**config.mk**
```make
export PLATFORM = sky130hd
export DESIGN_NAME = vgachargen_pixel_pipe_flat
export DESIGN_NICKNAME = d
export VERILOG_FILES = /design/src/rtl/vgachargen_pkg.sv /design/src/rtl/vgachargen_pixel_pipe_if.sv /design/src/rtl/vgachargen_pixel_pipe_timing.sv /design/src/rtl/vgachargen_pixel_pipe.sv /design/src/flat_wrapper.sv
export SDC_FILE = /design/constraint.sdc
export NUM_CORES = 1
export LEC_CHECK = 0
export ABC_AREA = 1
export BUFFER_PORTS_ARGS = -buffer_cell sky130_fd_sc_hd__buf_2
export CORE_UTILIZATION = 40
export DETAILED_ROUTE_END_ITERATION = 10
export PLACE_DENSITY_LB_ADDON = 0.2
export SYNTH_ARGS = -nofsm -noshare
export SYNTH_HDL_FRONTEND = slang
export SYNTH_SLANG_ARGS = --single-unit
```
**constraint.sdc**
```tcl
create_clock -name clk_i -period 4.4 [get_ports clk_i]
set_clock_uncertainty 0.2 [all_clocks]
set_input_delay 1.1 -clock clk_i [delete_from_list [all_inputs] [get_ports clk_i]]
set_output_delay 1.1 -clock clk_i [all_outputs]
set_load 0.005 [all_outputs]
```
**src/rtl/vgachargen_pkg.sv**
```systemverilog
// Shared timing defaults, character-cell geometry, char-map word layout and
// the 16-colour RGB444 palette for the character-generator pixel pipe.
package vgachargen_pkg;

  localparam int DEF_H_ACTIVE = 640;
  localparam int DEF_H_FP     = 16;
  localparam int DEF_H_SYNC   = 96;
  localparam int DEF_H_BP     = 48;
  localparam int DEF_V_ACTIVE = 480;
  localparam int DEF_V_FP     = 10;
  localparam int DEF_V_SYNC   = 2;
  localparam int DEF_V_BP     = 33;

  localparam int H_TOTAL = DEF_H_ACTIVE + DEF_H_FP + DEF_H_SYNC + DEF_H_BP;
  localparam int V_TOTAL = DEF_V_ACTIVE + DEF_V_FP + DEF_V_SYNC + DEF_V_BP;

  localparam int CHAR_W = 8;
  localparam int CHAR_H = 16;
  localparam int COLS   = 80;
  localparam int ROWS   = 30;

  localparam int CHARMAP_ADDR_WIDTH = 12;
  localparam int FONT_ADDR_WIDTH    = 12;
  localparam int HCNT_W             = 10;
  localparam int VCNT_W             = 10;

  typedef struct packed {
    logic [3:0] bg;
    logic [3:0] fg;
    logic [7:0] code;
  } charmap_word_t;

  // Entry 0 is the rightmost element; {r,g,b} nibbles.
  localparam logic [15:0][11:0] PALETTE = {
    12'hFFF, 12'hFF5, 12'hF5F, 12'hF55, 12'h5FF, 12'h5F5, 12'h55F, 12'h555,
    12'hAAA, 12'hA50, 12'hA0A, 12'hA00, 12'h0AA, 12'h0A0, 12'h00A, 12'h000
  };

endpackage

```
**src/rtl/vgachargen_pixel_pipe_if.sv**
```systemverilog
// Read ports toward the char-map (port B) and font BRAMs.
interface vgachargen_mem_if;
  import vgachargen_pkg::*;

  logic [CHARMAP_ADDR_WIDTH-1:0] charmap_addr;
  logic [15:0]                   charmap_data;
  logic [FONT_ADDR_WIDTH-1:0]    font_addr;
  logic [7:0]                    font_data;

  // Addresses change only on a pixel strobe; data for an address is
  // expected to be valid by the next strobe.
  modport master (output charmap_addr, output font_addr,
                  input  charmap_data, input  font_data);
  modport slave  (input  charmap_addr, input  font_addr,
                  output charmap_data, output font_data);
endinterface

```
**src/rtl/vgachargen_pixel_pipe_timing.sv**
```systemverilog
// VGA raster counters with active-area and sync flags (sync flags are
// active-high here; polarity is applied at the output pins).
module vga_timing_gen
  import vgachargen_pkg::*;
#(
  parameter int H_ACTIVE = DEF_H_ACTIVE,
  parameter int H_FP     = DEF_H_FP,
  parameter int H_SYNC   = DEF_H_SYNC,
  parameter int H_BP     = DEF_H_BP,
  parameter int V_ACTIVE = DEF_V_ACTIVE,
  parameter int V_FP     = DEF_V_FP,
  parameter int V_SYNC   = DEF_V_SYNC,
  parameter int V_BP     = DEF_V_BP
) (
  input  logic              clk_i,
  input  logic              rst_i,
  input  logic              pix_en_i,
  output logic [HCNT_W-1:0] hcnt_o,
  output logic [VCNT_W-1:0] vcnt_o,
  output logic              active_o,
  output logic              hsync_o,
  output logic              vsync_o
);

  localparam int LINE_LEN    = H_ACTIVE + H_FP + H_SYNC + H_BP;
  localparam int FRAME_LINES = V_ACTIVE + V_FP + V_SYNC + V_BP;

  logic [HCNT_W-1:0] hcnt_q, hcnt_d;
  logic [VCNT_W-1:0] vcnt_q, vcnt_d;

  always_comb begin
    hcnt_d = hcnt_q;
    vcnt_d = vcnt_q;
    if (pix_en_i) begin
      if (hcnt_q == HCNT_W'(LINE_LEN - 1)) begin
        hcnt_d = '0;
        if (vcnt_q == VCNT_W'(FRAME_LINES - 1)) vcnt_d = '0;
        else                                    vcnt_d = vcnt_q + VCNT_W'(1);
      end else begin
        hcnt_d = hcnt_q + HCNT_W'(1);
      end
    end
  end

  always_ff @(posedge clk_i) begin
    if (rst_i) begin
      hcnt_q <= '0;
      vcnt_q <= '0;
    end else begin
      hcnt_q <= hcnt_d;
      vcnt_q <= vcnt_d;
    end
  end

  assign hcnt_o   = hcnt_q;
  assign vcnt_o   = vcnt_q;
  assign active_o = (hcnt_q < HCNT_W'(H_ACTIVE)) && (vcnt_q < VCNT_W'(V_ACTIVE));
  assign hsync_o  = (hcnt_q >= HCNT_W'(H_ACTIVE + H_FP)) &&
                    (hcnt_q <  HCNT_W'(H_ACTIVE + H_FP + H_SYNC));
  assign vsync_o  = (vcnt_q >= VCNT_W'(V_ACTIVE + V_FP)) &&
                    (vcnt_q <  VCNT_W'(V_ACTIVE + V_FP + V_SYNC));

endmodule

```
**src/rtl/vgachargen_pixel_pipe.sv**
```systemverilog
// Text-mode pixel pipe: raster counters -> char-map fetch -> glyph fetch ->
// palette, with syncs delayed alongside so RGB and sync leave together.
module vgachargen_pixel_pipe
  import vgachargen_pkg::*;
#(
  parameter int H_ACTIVE        = DEF_H_ACTIVE,
  parameter int H_FP            = DEF_H_FP,
  parameter int H_SYNC          = DEF_H_SYNC,
  parameter int H_BP            = DEF_H_BP,
  parameter int V_ACTIVE        = DEF_V_ACTIVE,
  parameter int V_FP            = DEF_V_FP,
  parameter int V_SYNC          = DEF_V_SYNC,
  parameter int V_BP            = DEF_V_BP,
  parameter int SYNC_ACTIVE_LOW = 1
) (
  input  logic                   clk_i,
  input  logic                   rst_i,
  input  logic                   pix_en_i,
  vgachargen_mem_if.master       mem,
  output logic [3:0]             vga_r_o,
  output logic [3:0]             vga_g_o,
  output logic [3:0]             vga_b_o,
  output logic                   vga_hs_o,
  output logic                   vga_vs_o
);

  localparam logic SYNC_INV = (SYNC_ACTIVE_LOW != 0);

  logic [HCNT_W-1:0] hcnt;
  logic [VCNT_W-1:0] vcnt;
  logic              active, hsync, vsync;

  vga_timing_gen #(
    .H_ACTIVE(H_ACTIVE), .H_FP(H_FP), .H_SYNC(H_SYNC), .H_BP(H_BP),
    .V_ACTIVE(V_ACTIVE), .V_FP(V_FP), .V_SYNC(V_SYNC), .V_BP(V_BP)
  ) u_timing (
    .clk_i    (clk_i),
    .rst_i    (rst_i),
    .pix_en_i (pix_en_i),
    .hcnt_o   (hcnt),
    .vcnt_o   (vcnt),
    .active_o (active),
    .hsync_o  (hsync),
    .vsync_o  (vsync)
  );

  // Cell address row*80 + col as (row<<6)+(row<<4)+col; blanking parks on cell 0.
  logic [5:0] cell_row;
  logic [6:0] cell_col;

  always_comb begin
    cell_row = '0;
    cell_col = '0;
    if (active) begin
      cell_row = vcnt[9:4];
      cell_col = hcnt[9:3];
    end
  end

  assign mem.charmap_addr = {cell_row, 6'b0} + {2'b0, cell_row, 4'b0} + {5'b0, cell_col};

  charmap_word_t word_q, word_d;
  logic [2:0]    hsub1_q, hsub1_d, hsub2_q, hsub2_d;
  logic [3:0]    vrow1_q, vrow1_d;
  logic          act1_q, act1_d, hs1_q, hs1_d, vs1_q, vs1_d;
  logic [7:0]    glyph2_q, glyph2_d;
  logic [3:0]    fg2_q, fg2_d, bg2_q, bg2_d;
  logic          act2_q, act2_d, hs2_q, hs2_d, vs2_q, vs2_d;
  logic [11:0]   rgb_q, rgb_d;
  logic          hs3_q, hs3_d, vs3_q, vs3_d;
  logic          pix_bit;
  logic [3:0]    pal_idx;

  assign mem.font_addr = {word_q.code, vrow1_q};

  // Glyph bit 7 is the leftmost pixel of the cell.
  assign pix_bit = glyph2_q[3'd7 - hsub2_q];
  assign pal_idx = pix_bit ? fg2_q : bg2_q;

  always_comb begin
    word_d   = word_q;
    hsub1_d  = hsub1_q;
    vrow1_d  = vrow1_q;
    act1_d   = act1_q;
    hs1_d    = hs1_q;
    vs1_d    = vs1_q;
    glyph2_d = glyph2_q;
    fg2_d    = fg2_q;
    bg2_d    = bg2_q;
    hsub2_d  = hsub2_q;
    act2_d   = act2_q;
    hs2_d    = hs2_q;
    vs2_d    = vs2_q;
    rgb_d    = rgb_q;
    hs3_d    = hs3_q;
    vs3_d    = vs3_q;
    if (pix_en_i) begin
      word_d   = charmap_word_t'(mem.charmap_data);
      hsub1_d  = hcnt[2:0];
      vrow1_d  = vcnt[3:0];
      act1_d   = active;
      hs1_d    = hsync;
      vs1_d    = vsync;
      glyph2_d = mem.font_data;
      fg2_d    = word_q.fg;
      bg2_d    = word_q.bg;
      hsub2_d  = hsub1_q;
      act2_d   = act1_q;
      hs2_d    = hs1_q;
      vs2_d    = vs1_q;
      rgb_d    = act2_q ? PALETTE[pal_idx] : 12'h000;
      hs3_d    = hs2_q;
      vs3_d    = vs2_q;
    end
  end

  always_ff @(posedge clk_i) begin
    if (rst_i) begin
      word_q   <= '0;
      hsub1_q  <= '0;
      vrow1_q  <= '0;
      act1_q   <= 1'b0;
      hs1_q    <= 1'b0;
      vs1_q    <= 1'b0;
      glyph2_q <= '0;
      fg2_q    <= '0;
      bg2_q    <= '0;
      hsub2_q  <= '0;
      act2_q   <= 1'b0;
      hs2_q    <= 1'b0;
      vs2_q    <= 1'b0;
      rgb_q    <= '0;
      hs3_q    <= 1'b0;
      vs3_q    <= 1'b0;
    end else begin
      word_q   <= word_d;
      hsub1_q  <= hsub1_d;
      vrow1_q  <= vrow1_d;
      act1_q   <= act1_d;
      hs1_q    <= hs1_d;
      vs1_q    <= vs1_d;
      glyph2_q <= glyph2_d;
      fg2_q    <= fg2_d;
      bg2_q    <= bg2_d;
      hsub2_q  <= hsub2_d;
      act2_q   <= act2_d;
      hs2_q    <= hs2_d;
      vs2_q    <= vs2_d;
      rgb_q    <= rgb_d;
      hs3_q    <= hs3_d;
      vs3_q    <= vs3_d;
    end
  end

  assign vga_r_o  = rgb_q[11:8];
  assign vga_g_o  = rgb_q[7:4];
  assign vga_b_o  = rgb_q[3:0];
  assign vga_hs_o = hs3_q ^ SYNC_INV;
  assign vga_vs_o = vs3_q ^ SYNC_INV;

endmodule

```
**src/flat_wrapper.sv**
```systemverilog
// flat-port wrapper written by rule: the top's interface ports become plain ports
module vgachargen_pixel_pipe_flat import vgachargen_pkg::*;
#(
  parameter int H_ACTIVE        = DEF_H_ACTIVE,
  parameter int H_FP            = DEF_H_FP,
  parameter int H_SYNC          = DEF_H_SYNC,
  parameter int H_BP            = DEF_H_BP,
  parameter int V_ACTIVE        = DEF_V_ACTIVE,
  parameter int V_FP            = DEF_V_FP,
  parameter int V_SYNC          = DEF_V_SYNC,
  parameter int V_BP            = DEF_V_BP,
  parameter int SYNC_ACTIVE_LOW = 1
)
  (clk_i, rst_i, pix_en_i, vga_r_o, vga_g_o, vga_b_o, vga_hs_o, vga_vs_o, mem_charmap_addr, mem_font_addr, mem_charmap_data, mem_font_data);
  vgachargen_mem_if mem_i ();
  input  logic clk_i;
  input  logic rst_i;
  input  logic pix_en_i;
  output logic [3:0] vga_r_o;
  output logic [3:0] vga_g_o;
  output logic [3:0] vga_b_o;
  output logic vga_hs_o;
  output logic vga_vs_o;
  output wire logic [$bits(mem_i.charmap_addr)-1:0] mem_charmap_addr;
  output wire logic [$bits(mem_i.font_addr)-1:0] mem_font_addr;
  input wire logic [$bits(mem_i.charmap_data)-1:0] mem_charmap_data;
  input wire logic [$bits(mem_i.font_data)-1:0] mem_font_data;
  assign mem_charmap_addr = mem_i.charmap_addr;
  assign mem_font_addr = mem_i.font_addr;
  assign mem_i.charmap_data = mem_charmap_data;
  assign mem_i.font_data = mem_font_data;
  vgachargen_pixel_pipe #(.H_ACTIVE(H_ACTIVE), .H_FP(H_FP), .H_SYNC(H_SYNC), .H_BP(H_BP), .V_ACTIVE(V_ACTIVE), .V_FP(V_FP), .V_SYNC(V_SYNC), .V_BP(V_BP), .SYNC_ACTIVE_LOW(SYNC_ACTIVE_LOW)) u_core (.clk_i(clk_i), .rst_i(rst_i), .pix_en_i(pix_en_i), .mem(mem_i), .vga_r_o(vga_r_o), .vga_g_o(vga_g_o), .vga_b_o(vga_b_o), .vga_hs_o(vga_hs_o), .vga_vs_o(vga_vs_o));
endmodule
```
==> impl_results.md, run 1 <==
- Outcome: completed
- Unique masters post-synth: 35
- Synthesized cell area: 3630 um2
- Detailed-route DRC error count: 0
- Finished Layout Cells: 659
- CP max FO: 3
- Post-route minimum period: 4.31 ns
- Drt via density: 5.03
- GRT Total Usage: 0.170
- Design Area, Final: 4360 um2
- Prevailing post-synth register cell: dfxtp_1
- GRT overflow: 0
- Clock slew at reported path FFs: 0.07 ns
- First-pass GRT wire length: 13.3 mm
- CTS Buf Count: 9
- CTS sink count: 75
- Lkg Pwr: 1.97 nW
- Synthesis-to-layout area growth: 20.0%
- DP HPWL: 5.42 mm
- Mapped Cells: 490
- DR top layer: met4
- Final Hold Viols: 0
- Pre-Repair DR Iteration Count: 4
- Worst IR Drop VDD: 0.202 mV
- Drt wl/cell: 12.2 um
- Final wirelength: 8.05 mm
- Ys async rst share: 0
- CP required: 3.10 ns
- Initial antenna violation count: 0
- Number of global-route vias before repair: 2953
- Max_cap viols: 0
- CORE AREA: 8760 um2
- H-Tree Level Count: 3
- Final nets: 591
- GPL Wtd Cong: 0.885
- Io pins: 65
- Final Slew Violations: 0
- Final Util: 0.498
- M1 WL: 4.02 mm
- CTS tree: done
- CP Launch Type: flop
- Slew HR: 0.616
- Placed Cells: 632
- Final worst-path cycle share: 0.979
- Largest net degree at the start of global routing: 65
- Antenna-violating nets left: 0
- Cell Pwr Density: 313 nW/um2
- Die Span Y: 97.3 um
- Flops & latches, synth: 75
- Arrival time at the worst endpoint: 3.01 ns
- Setup violators final: 0
- Yosys warns: 0
- Metal3 WL: 280 um
- Metal2 WL: 3.67 mm
- Worst-margin pin slew: 0.576 ns
- # diodes: 0
- DP Area: 3930 um2
- Hold Slack: 0.259 ns
- Clock Path Buffers: 2
- Net Count, Synth: 534
- RSZ-0062 raised after global routing: true
- Vias: 3315
- Layout cell share with drive strength beyond 1: 0.258
- Worst skew pair latency: 0.34 ns
- FP Rows: 34
- Root buf cell: clkbuf_8
- Number of I/O port buffers: 64
- CP Class: reg -> out
- Worst Setup End Kind: output pin
- Iteration-0 DRC Markers: 159
- Initial Utilization: 0.415
- EDFF count, synth: 0
- Die width: 97.3 um
- Synthesized area per cell: 7.42 um2
- F_max: 232 MHz
- Hold WC Path Type: reg -> reg
- Sequential area share after synthesis: 0.413
- Die area: 9470 um2
-- through the flow --
step / worst slack, ns / setup TNS, ns / total power, mW
after global routing: -0.133 / -0.295 / 1.43
after CTS: 0.00549 / 0 / 1.38
after floorplan: 0.473 / 0 / 0.829
after global placement: 0.321 / 0 / 0.860
final: 0.0945 / 0 / 1.36
after detailed placement: 0.216 / 0 / 0.863
-- final timing paths --
check | cells past startpoint | slack (ns) | from | endpoint
min reg2reg | 2 | 0.26 | u_core.bg2_q[3] | u_core.bg2_q[3]
max reg2reg | 8 | 2.36 | u_core.u_timing.hcnt_o[0] | u_core.u_timing.vcnt_o[5]
max | 16 | 0.09 | u_core.u_timing.hcnt_o[8] | mem_charmap_addr[9]
min | 2 | 0.26 | u_core.bg2_q[3] | u_core.bg2_q[3]
-- state kept, by name (all words and copies together), names as in the netlist, 3 cells and up --
name	cells
u_core.u_timing.hcnt_o	10
u_core.bg2_q	4
u_core.word_q	8
u_core.rgb_q	5
u_core.glyph2_q	8
u_core.hsub2_q	3
u_core.mem.font_addr	8
u_core.u_timing.vcnt_o	10
u_core.fg2_q	4
u_core.vrow1_q	4
u_core.hsub1_q	3
-- synthesized netlist by cell type (3+ instances only) --
cell / n / area share
nor2_2: 5 / 0.0086
nor2_1: 78 / 0.081
nand3_2: 3 / 0.0083
dfxtp_1: 75 / 0.41
ha_1: 15 / 0.052
xor2_1: 8 / 0.019
nand2_1: 52 / 0.054
nand4_1: 8 / 0.014
nor3_1: 17 / 0.023
a21oi_1: 45 / 0.062
nand3_1: 16 / 0.022
buf_4: 17 / 0.035
buf_2: 3 / 0.0041
inv_1: 57 / 0.059
clkbuf_1: 15 / 0.015
o21ai_0: 51 / 0.070
-- cells in the final DEF, fill, tap and decap left out, types with 2 or more instances in the layout --
| master | n |
|---|---|
| ha_1 | 10 |
| xor2_1 | 8 |
| clkinvlp_4 | 2 |
| dfxtp_1 | 70 |
| ha_4 | 4 |
| nand2_1 | 50 |
| o21ai_0 | 51 |
| nor2_2 | 4 |
| nand2_4 | 2 |
| inv_1 | 50 |
| nor3_1 | 14 |
| nand4_1 | 8 |
| nor3_2 | 2 |
| nor2_1 | 77 |
| buf_2 | 64 |
| nor4_1 | 2 |
| nor2_4 | 3 |
| a21oi_1 | 43 |
| nand2_2 | 3 |
| buf_4 | 17 |
| o21a_1 | 2 |
| inv_2 | 9 |
| nor3_4 | 2 |
| nand3_2 | 4 |
| dfxtp_2 | 4 |
| nand3_1 | 15 |
| clkbuf_8 | 9 |
| clkinv_4 | 2 |
| a21oi_2 | 2 |
| nand3b_1 | 2 |
-- area by class of cell --
cell class / instances / area [um2]
multi-input cells: 320 / 1830
repair buffers: 82 / 468
clock buffers: 9 / 124
flip-flops and latches: 75 / 1510
well taps: 108 / 135
fillers: 892 / 4400
clock inverters: 6 / 67.6
inverters: 59 / 221
-- power by group --
group | switching, mW | internal (mW)
clock | 0.258 | 0.260
sequential | 0.0147 | 0.710
combinational | 0.0742 | 0.0468
total | 0.347 | 1.02
-- critical path: stages, from the launching register on --
cell and delay (ns):
dfxtp_4 0.37, buf_12 0.12, nor3_4 0.19, nor3_2 0.06, inv_1 0.07, nor2_2 0.04, buf_4 0.13, buf_4 0.13
nand2_1 0.06, inv_1 0.08, ha_4 0.25, ha_4 0.16, fa_2 0.42, a31oi_4 0.20, buf_4 0.14, xor2_1 0.12
buf_2 0.12
-- per-layer routing --
layer	GRT usage	vias to the layer above
li1	-	1685
met1	0.228	1561
met3	0.0417	11
met2	0.271	58
met4	0.0475	0
met5	0	-
-- logic make-up (layout without fill, tap and decap cells) --
kind of cell,Yosys count,in the layout,share of synthesized area
other,1,1,0.00103
adder cells (fa/ha/maj),17,17,0.0627
AO/OA/AOI/OAI,103,103,0.148
flip-flops,75,75,0.413
AND/OR/NAND/NOR,191,191,0.239
buffers and inverters,95,156,0.117
XOR/XNOR,8,8,0.0193
-- repair_timing --
action | CTS | global route
pin swaps | 2 | 17
endpoints found under the setup margin | 3 | 3
buffers inserted | 1 | 11
hold buffers | 0 | 0
gates resized for setup | 4 | 31
Power figures use the tool's default switching activity.
==> run 2: changes to the inputs <==
--- a/config.mk
+++ b/config.mk
@@ -5,7 +5,6 @@
 export SDC_FILE = /design/constraint.sdc
 export NUM_CORES = 1
 export LEC_CHECK = 0
-export ABC_AREA = 1
 export BUFFER_PORTS_ARGS = -buffer_cell sky130_fd_sc_hd__buf_2
 export CORE_UTILIZATION = 40
 export DETAILED_ROUTE_END_ITERATION = 10
==> run 2 against run 1 <==
Combinational power shrank 26%. Wire length shrank 11%. Area after synthesis shrank 0.96%. Via count shrank 17%. Synthesized cell count shrank 22%. Non-clock buffer count shrank 8. Core utilization shrank 1.0 points. Setup slack lost 0.050 ns. Highest routed layer unchanged. Clock power is essentially flat. Hold slack gained 0.028 ns. Total power shrank 3.2%.
==> impl_results.md, run 2 <==
- CTS tree: done (unchanged)
- FP Rows: 34 (unchanged)
- CP Launch Type: flop (unchanged)
- Synthesis-to-layout area growth: 18.1% (was 20.0%)
- Final wirelength: 7.13 mm (was 8.05 mm)
- Unique masters post-synth: 45 (was 35)
- Worst-margin pin slew: 0.703 ns (was 0.576 ns)
- CORE AREA: 8720 um2 (was 8760 um2)
- Post-synth top area share: 0.417 (was 0.413)
- CP required: 3.10 ns (about the same)
- Post-CTS Hold Buffers: 0 (unchanged)
- Clock slew at reported path FFs: 0.08 ns (was 0.07 ns)
- Post-route minimum period: 4.36 ns (was 4.31 ns)
- Ys async rst share: 0 (unchanged)
- Arrival time at the worst endpoint: 3.06 ns (was 3.01 ns)
- Die Span Y: 96.8 um (was 97.3 um)
- Worst Setup End Kind: output pin (unchanged)
- Drt via density: 5.00 (was 5.03)
- Prevailing post-synth register cell: dfxtp_1 (unchanged)
- Final worst-path cycle share: 0.990 (was 0.979)
- Mux cell area share after synthesis: 0.166 (was 0)
- Drt wl/cell: 13.0 um (was 12.2 um)
- Slew HR: 0.518 (was 0.616)
- Final Hold Viols: 0 (unchanged)
- Finished Layout Cells: 549 (was 659)
- Setup violators final: 0 (unchanged)
- Number of global-route vias before repair: 2632 (was 2953)
- Yosys warns: 0 (unchanged)
- Mapped Cells: 384 (was 490)
- Most common cell after layout, fill and taps aside: dfxtp_1 (was nor2_1)
- Net Count, Synth: 428 (was 534)
- Detailed-route DRC error count: 0 (unchanged)
- CP max FO: 6 (was 3)
- Slowest library cell on the worst path: fa_1 (was fa_2)
- Critical Path Max Stage Delay: 0.57 ns (was 0.42 ns)
- Hold WC Path Type: reg -> reg (unchanged)
- Iteration-0 DRC Markers: 106 (was 159)
- Worst IR Drop VDD: 0.150 mV (was 0.202 mV)
- # diodes: 0 (unchanged)
- Post-synthesis simple-gate area fraction: 0.191 (was 0.239)
- CTS sink count: 75 (unchanged)
- Critical path cell sequence: and4_4 > nor4_4 > inv_1 > fa_1 > inv_2 > ha_4 > a21o_1 > a21oi_2 > or4_4 > o2111ai_2 > buf_2 (was buf_12 > nor3_4 > nor3_2 > inv_1 > nor2_2 > buf_4 > buf_4 > nand2_1 > inv_1 > ha_4 > ha_4 > fa_2 > a31oi_4 > buf_4 > xor2_1 > buf_2)
- GRT Total Usage: 0.157 (was 0.170)
- Initial Utilization: 0.413 (was 0.415)
- CP Class: reg -> out (unchanged)
- Lkg Pwr: 1.92 nW (was 1.97 nW)
- Vias: 2745 (was 3315)
- Clock Path Buffers: 2 (unchanged)
- Number of I/O port buffers: 64 (unchanged)
- Most frequent cells in the layout: 69 x dfxtp_1, 63 x buf_2, 57 x nor2_1 (was 77 x nor2_1, 70 x dfxtp_1, 64 x buf_2)
- Hold Startpoint: u_core.rgb_q[6] (was u_core.bg2_q[3])
- Max_cap viols: 0 (unchanged)
- Largest net degree at the start of global routing: 49 (was 65)
- Worst reg-to-reg setup slack: 2.09 ns (was 2.36 ns)
- Final Slew Violations: 0 (unchanged)
- Crit path from: u_core.u_timing.vcnt_o[8] (was u_core.u_timing.hcnt_o[8])
- Synth cell count leaders: 75 x dfxtp_1, 57 x nor2_1, 54 x mux2i_1, 19 x inv_1 (was 78 x nor2_1, 75 x dfxtp_1, 57 x inv_1, 52 x nand2_1, 51 x o21ai_0)
- Initial antenna violation count: 0 (unchanged)
- Fraction of the mapped netlist area in adder cells: 0.0633 (was 0.0627)
- Hold Slack: 0.287 ns (was 0.259 ns)
- Most common cell in the netlist: dfxtp_1 (was nor2_1)
- F_max: 230 MHz (was 232 MHz)
- GRT overflow: 0 (unchanged)
- DP HPWL: 4.88 mm (was 5.42 mm)
- Reg-to-reg startpoint: u_core.u_timing.hcnt_o[1] (was u_core.u_timing.hcnt_o[0])
- Antenna-violating nets left: 0 (unchanged)
- Synth Area in Compound Gates: 0.0581 (was 0.148)
- Cell taking the most area after synthesis: dfxtp_1 (unchanged)
- Xor-xnor portion of the synthesized cell area: 0.0316 (was 0.0193)
- Top post-synthesis cells by area: dfxtp_1 42%, mux2i_1 15%, nor2_1 5.9% (was dfxtp_1 41%, nor2_1 8.1%, o21ai_0 7.0%)
- Final nets: 480 (was 591)
- Synthesized cell area: 3600 um2 (was 3630 um2)
- First-pass GRT wire length: 12.1 mm (was 13.3 mm)
- Layout cell share with drive strength beyond 1: 0.265 (was 0.258)
- EDFF count, synth: 0 (unchanged)
- GPL Wtd Cong: 0.804 (was 0.885)
- Cell Pwr Density: 311 nW/um2 (was 313 nW/um2)
- Placed Cells: 528 (was 632)
- Die width: 96.8 um (was 97.3 um)
- Root buf cell: clkbuf_8 (unchanged)
- Largest family of logic cells by synthesized area: simple AND/OR/NAND/NOR gates (unchanged)
- Worst skew pair latency: 0.35 ns (was 0.34 ns)
- Pre-Repair DR Iteration Count: 4 (unchanged)
- Die area: 9380 um2 (was 9470 um2)
- Sequential area share after synthesis: 0.417 (was 0.413)
- Outcome: completed (unchanged)
- Synthesized area per cell: 9.37 um2 (was 7.42 um2)
- RSZ-0062 raised after global routing: true (unchanged)
- CTS Buf Count: 9 (unchanged)
- Flops & latches, synth: 75 (unchanged)
- Io pins: 65 (unchanged)
- H-Tree Level Count: 3 (unchanged)
-- run 2: layout make-up --
| cell class | count | area (um2) |
|---|---|---|
| fillers | 866 | 4470 |
| flip-flops and latches | 75 | 1510 |
| well taps | 108 | 135 |
| multi-input cells | 257 | 1940 |
| repair buffers | 74 | 398 |
| clock buffers | 10 | 128 |
| clock inverters | 6 | 63.8 |
| inverters | 19 | 71.3 |
-- run 2: timing repair --
item,4_1_cts,5_1_grt
pin swaps,3,12
resized for setup,12,17
buffers inserted,2,3
endpoints found under the setup margin,4,2
-- run 2: worst max-delay path: cells and delay by family, from the launching register on --
family / cells / cell delay [ns]
simple gates: 3 / 0.94
fa+ha+maj: 2 / 0.83
flops: 1 / 0.37
buf+inv: 3 / 0.29
compound gates: 3 / 0.27
-- run 2: stage by stage --
stage / instance area [um2] / setup TNS (ns) / setup WS [ns] / util / total power [mW]
2_1_floorplan: 3600 / 0 / 0.312 / - / 0.796
3_3_place_gp: 3910 / 0 / 0.149 / 0.448 / 0.817
3_5_place_dp: 3910 / 0 / 0.0224 / 0.448 / 0.820
4_1_cts: 4160 / 0 / 0.0181 / 0.477 / 1.34
5_1_grt: 4250 / -0.102 / -0.0524 / 0.487 / 1.38
6_report: 4250 / 0 / 0.0449 / 0.487 / 1.32
-- run 2: path summary, 6_finish.rpt --
kind | depth (start not counted) | endpoint
max | 11 | mem_charmap_addr[10]
min | 2 | u_core.rgb_q[6]
max reg2reg | 5 | u_core.u_timing.vcnt_o[4]
min reg2reg | 2 | u_core.rgb_q[6]
-- run 2: logic make-up (layout without fill, tap and decap cells) --
logic type / after synthesis / in the layout
buf+inv: 52 / 109
fa+ha+maj: 17 / 17
simple gates: 134 / 134
flops: 75 / 75
mux: 57 / 57
other cells: 1 / 1
xor+xnor: 13 / 13
compound gates: 35 / 35
-- run 2: power by group --
part           total (mW)  internal (mW)  switching [mW]
Sequential          0.712          0.698          0.0140
Clock               0.519          0.262           0.257
Combinational      0.0895         0.0439          0.0457
-- run 2: per-layer routing --
layer | wire [um] | GRT usage | vias to the layer above
li1 | - | - | 1417
met1 | 3420 | 0.199 | 1268
met2 | 3320 | 0.251 | 50
met3 | 279 | 0.0383 | 10
met4 | 117 | 0.0746 | 0
met5 | 0 | 0 | -
==> run 3: changes to the inputs <==
--- a/config.mk
+++ b/config.mk
@@ -7,6 +7,7 @@
 export LEC_CHECK = 0
 export BUFFER_PORTS_ARGS = -buffer_cell sky130_fd_sc_hd__buf_2
 export CORE_UTILIZATION = 40
+export CTS_BUF_LIST = sky130_fd_sc_hd__clkbuf_16
 export DETAILED_ROUTE_END_ITERATION = 10
 export PLACE_DENSITY_LB_ADDON = 0.2
 export SYNTH_ARGS = -nofsm -noshare
==> run 3 against run 2 <==
Total power increased by 15%. Critical path depth unchanged. Fmax increased by 0.47%. Register-to-register slack got worse by 0.03 ns. Die area unchanged. Cell area increased by 1.9%. Setup slack improved by 0.020 ns. Via count increased by 1.1%. Cell count increased by 0.36%. Core utilization increased by 0.92 points. Clock power increased by 38%. Count of clock-buffer cells in the layout decreased by 1.
==> impl_results.md, run 3 (same netlist as run 2, synthesis figures left out) <==
- Final Hold Viols: 0 (unchanged)
- Number of fill cells: 860 (was 866)
- Most frequent cells in the layout: 68 x dfxtp_1, 63 x buf_2, 57 x nor2_1 (was 69 x dfxtp_1, 63 x buf_2, 57 x nor2_1)
- Final wirelength: 7.26 mm (was 7.13 mm)
- Vias: 2774 (was 2745)
- CTS sink count: 75 (unchanged)
- Final Slew Violations: 0 (unchanged)
- Number of I/O port buffers: 64 (unchanged)
- CP required: 3.10 ns (about the same)
- Worst skew pair latency: 0.33 ns (was 0.35 ns)
- CTS Buf Count: 9 (unchanged)
- Detailed-route DRC error count: 0 (unchanged)
- Final nets: 482 (was 480)
- Cell Pwr Density: 351 nW/um2 (was 311 nW/um2)
- Worst Setup End Kind: output pin (unchanged)
- CP max FO: 6 (unchanged)
- Initial antenna violation count: 0 (unchanged)
- Area taken by flip-flops and latches: 1520 um2 (was 1510 um2)
- Multi-input logic area: 1900 um2 (was 1940 um2)
- First-pass GRT wire length: 12.4 mm (was 12.1 mm)
- CP Class: reg -> out (unchanged)
- Lkg Pwr: 1.99 nW (was 1.92 nW)
- Layout cell share with drive strength beyond 1: 0.266 (was 0.265)
- DP HPWL: 4.88 mm (unchanged)
- GRT Total Usage: 0.160 (was 0.157)
- FP Rows: 34 (unchanged)
- Synthesis-to-layout area growth: 20.3% (was 18.1%)
- Worst-margin pin slew: 0.702 ns (was 0.703 ns)
- Drt via density: 5.03 (was 5.00)
- CORE AREA: 8720 um2 (unchanged)
- Post-CTS Hold Buffers: 0 (unchanged)
- # diodes: 0 (unchanged)
- Pwr Total: 1.52 mW (was 1.32 mW)
- Antenna-violating nets left: 0 (unchanged)
- Clock Path Buffers: 2 (unchanged)
- Root buf cell: clkbuf_16 (was clkbuf_8)
- Worst IR Drop VDD: 0.188 mV (was 0.150 mV)
- Arrival time at the worst endpoint: 3.03 ns (was 3.06 ns)
- CTS tree: done (unchanged)
- Die width: 96.8 um (unchanged)
- Outcome: completed (unchanged)
- Max_cap viols: 0 (unchanged)
- Number of global-route vias before repair: 2653 (was 2632)
- Setup TNS: 0 ns (unchanged)
- Drt wl/cell: 13.2 um (was 13.0 um)
- Design Area, Final: 4330 um2 (was 4250 um2)
- Pre-Repair DR Iteration Count: 4 (unchanged)
- Setup violators final: 0 (unchanged)
- Die area: 9380 um2 (unchanged)
- Most common cell after layout, fill and taps aside: dfxtp_1 (unchanged)
- Io pins: 65 (unchanged)
- Die Span Y: 96.8 um (unchanged)
- Clock slew at reported path FFs: 0.06 ns (was 0.08 ns)
- CP Launch Type: flop (unchanged)
- Largest net degree at the start of global routing: 49 (unchanged)
- GPL Wtd Cong: 0.804 (unchanged)
- Final worst-path cycle share: 0.985 (was 0.990)
- Hold WC Path Type: reg -> reg (unchanged)
- Post-route minimum period: 4.33 ns (was 4.36 ns)
- DP Area: 3910 um2 (unchanged)
- GRT overflow: 0 (unchanged)
- Initial Utilization: 0.413 (unchanged)
- Slew HR: 0.519 (was 0.518)
- H-Tree Level Count: 3 (unchanged)
- Iteration-0 DRC Markers: 117 (was 106)
- F_max: 231 MHz (was 230 MHz)
==> run 3: final timing paths <==
check,startpoint,cells past startpoint,to,slack [ns]
setup reg to reg,u_core.u_timing.hcnt_o[1],5,u_core.u_timing.vcnt_o[8],2.06
hold reg to reg,u_core.rgb_q[6],2,u_core.rgb_q[6],0.28
hold / removal,u_core.rgb_q[6],2,u_core.rgb_q[6],0.28
setup / recovery,u_core.u_timing.vcnt_o[8],11,mem_charmap_addr[10],0.07
==> run 3: cell type report <==
| cell class | instances | area share |
|---|---|---|
| clock buffers | 9 | 0.0520 |
| inverters | 19 | 0.0165 |
| repair buffers | 76 | 0.0953 |
| flip-flops and latches | 75 | 0.350 |
| well taps | 108 | 0.0312 |
| clock inverters | 7 | 0.0156 |
| multi-input cells | 257 | 0.439 |
==> run 3: through the flow <==
stage | std cells | setup slack [ns] | utilization | hold slack, ns
finish | 551 | 0.0654 | 0.497 | 0.284
global route | 551 | -0.0220 | 0.497 | 0.314
CTS | 546 | 0.0204 | 0.489 | 0.279
detailed placement | 528 | 0.0224 | 0.448 | 0.269
floorplan | 384 | 0.312 | - | 0.250
global placement | 528 | 0.149 | 0.448 | 0.263
==> run 3: worst max-delay path: stages, from the launching register on <==
cell and delay, ns:
dfxtp_4 0.36, and4_4 0.21, nor4_4 0.24, inv_1 0.10, fa_1 0.57, inv_2 0.06, ha_1 0.28, a21o_1 0.12
a21oi_2 0.07, or4_4 0.48, o2111ai_2 0.09, buf_2 0.13
==> run 3: what timing repair did <==
item,4_1_cts,5_1_grt
setup endpoints to repair,4,2
setup buffers,2,5
gates resized for setup,11,16
endpoints found under the hold margin,0,0
pin swaps,3,11
==> run 3: power breakdown <==
part	total (mW)	switching, mW	internal [mW]
clock	0.718	0.282	0.437
combinational	0.0895	0.0456	0.0439
sequential	0.713	0.0141	0.699
total	1.52	0.341	1.18
==> run 3: per-layer routing <==
metal,routed length (um),up-vias,global-route usage
met2,3400,48,0.261
met4,116,0,0.0677
met5,0,-,0
li1,-,1424,-
met1,3470,1294,0.200
met3,274,8,0.0405
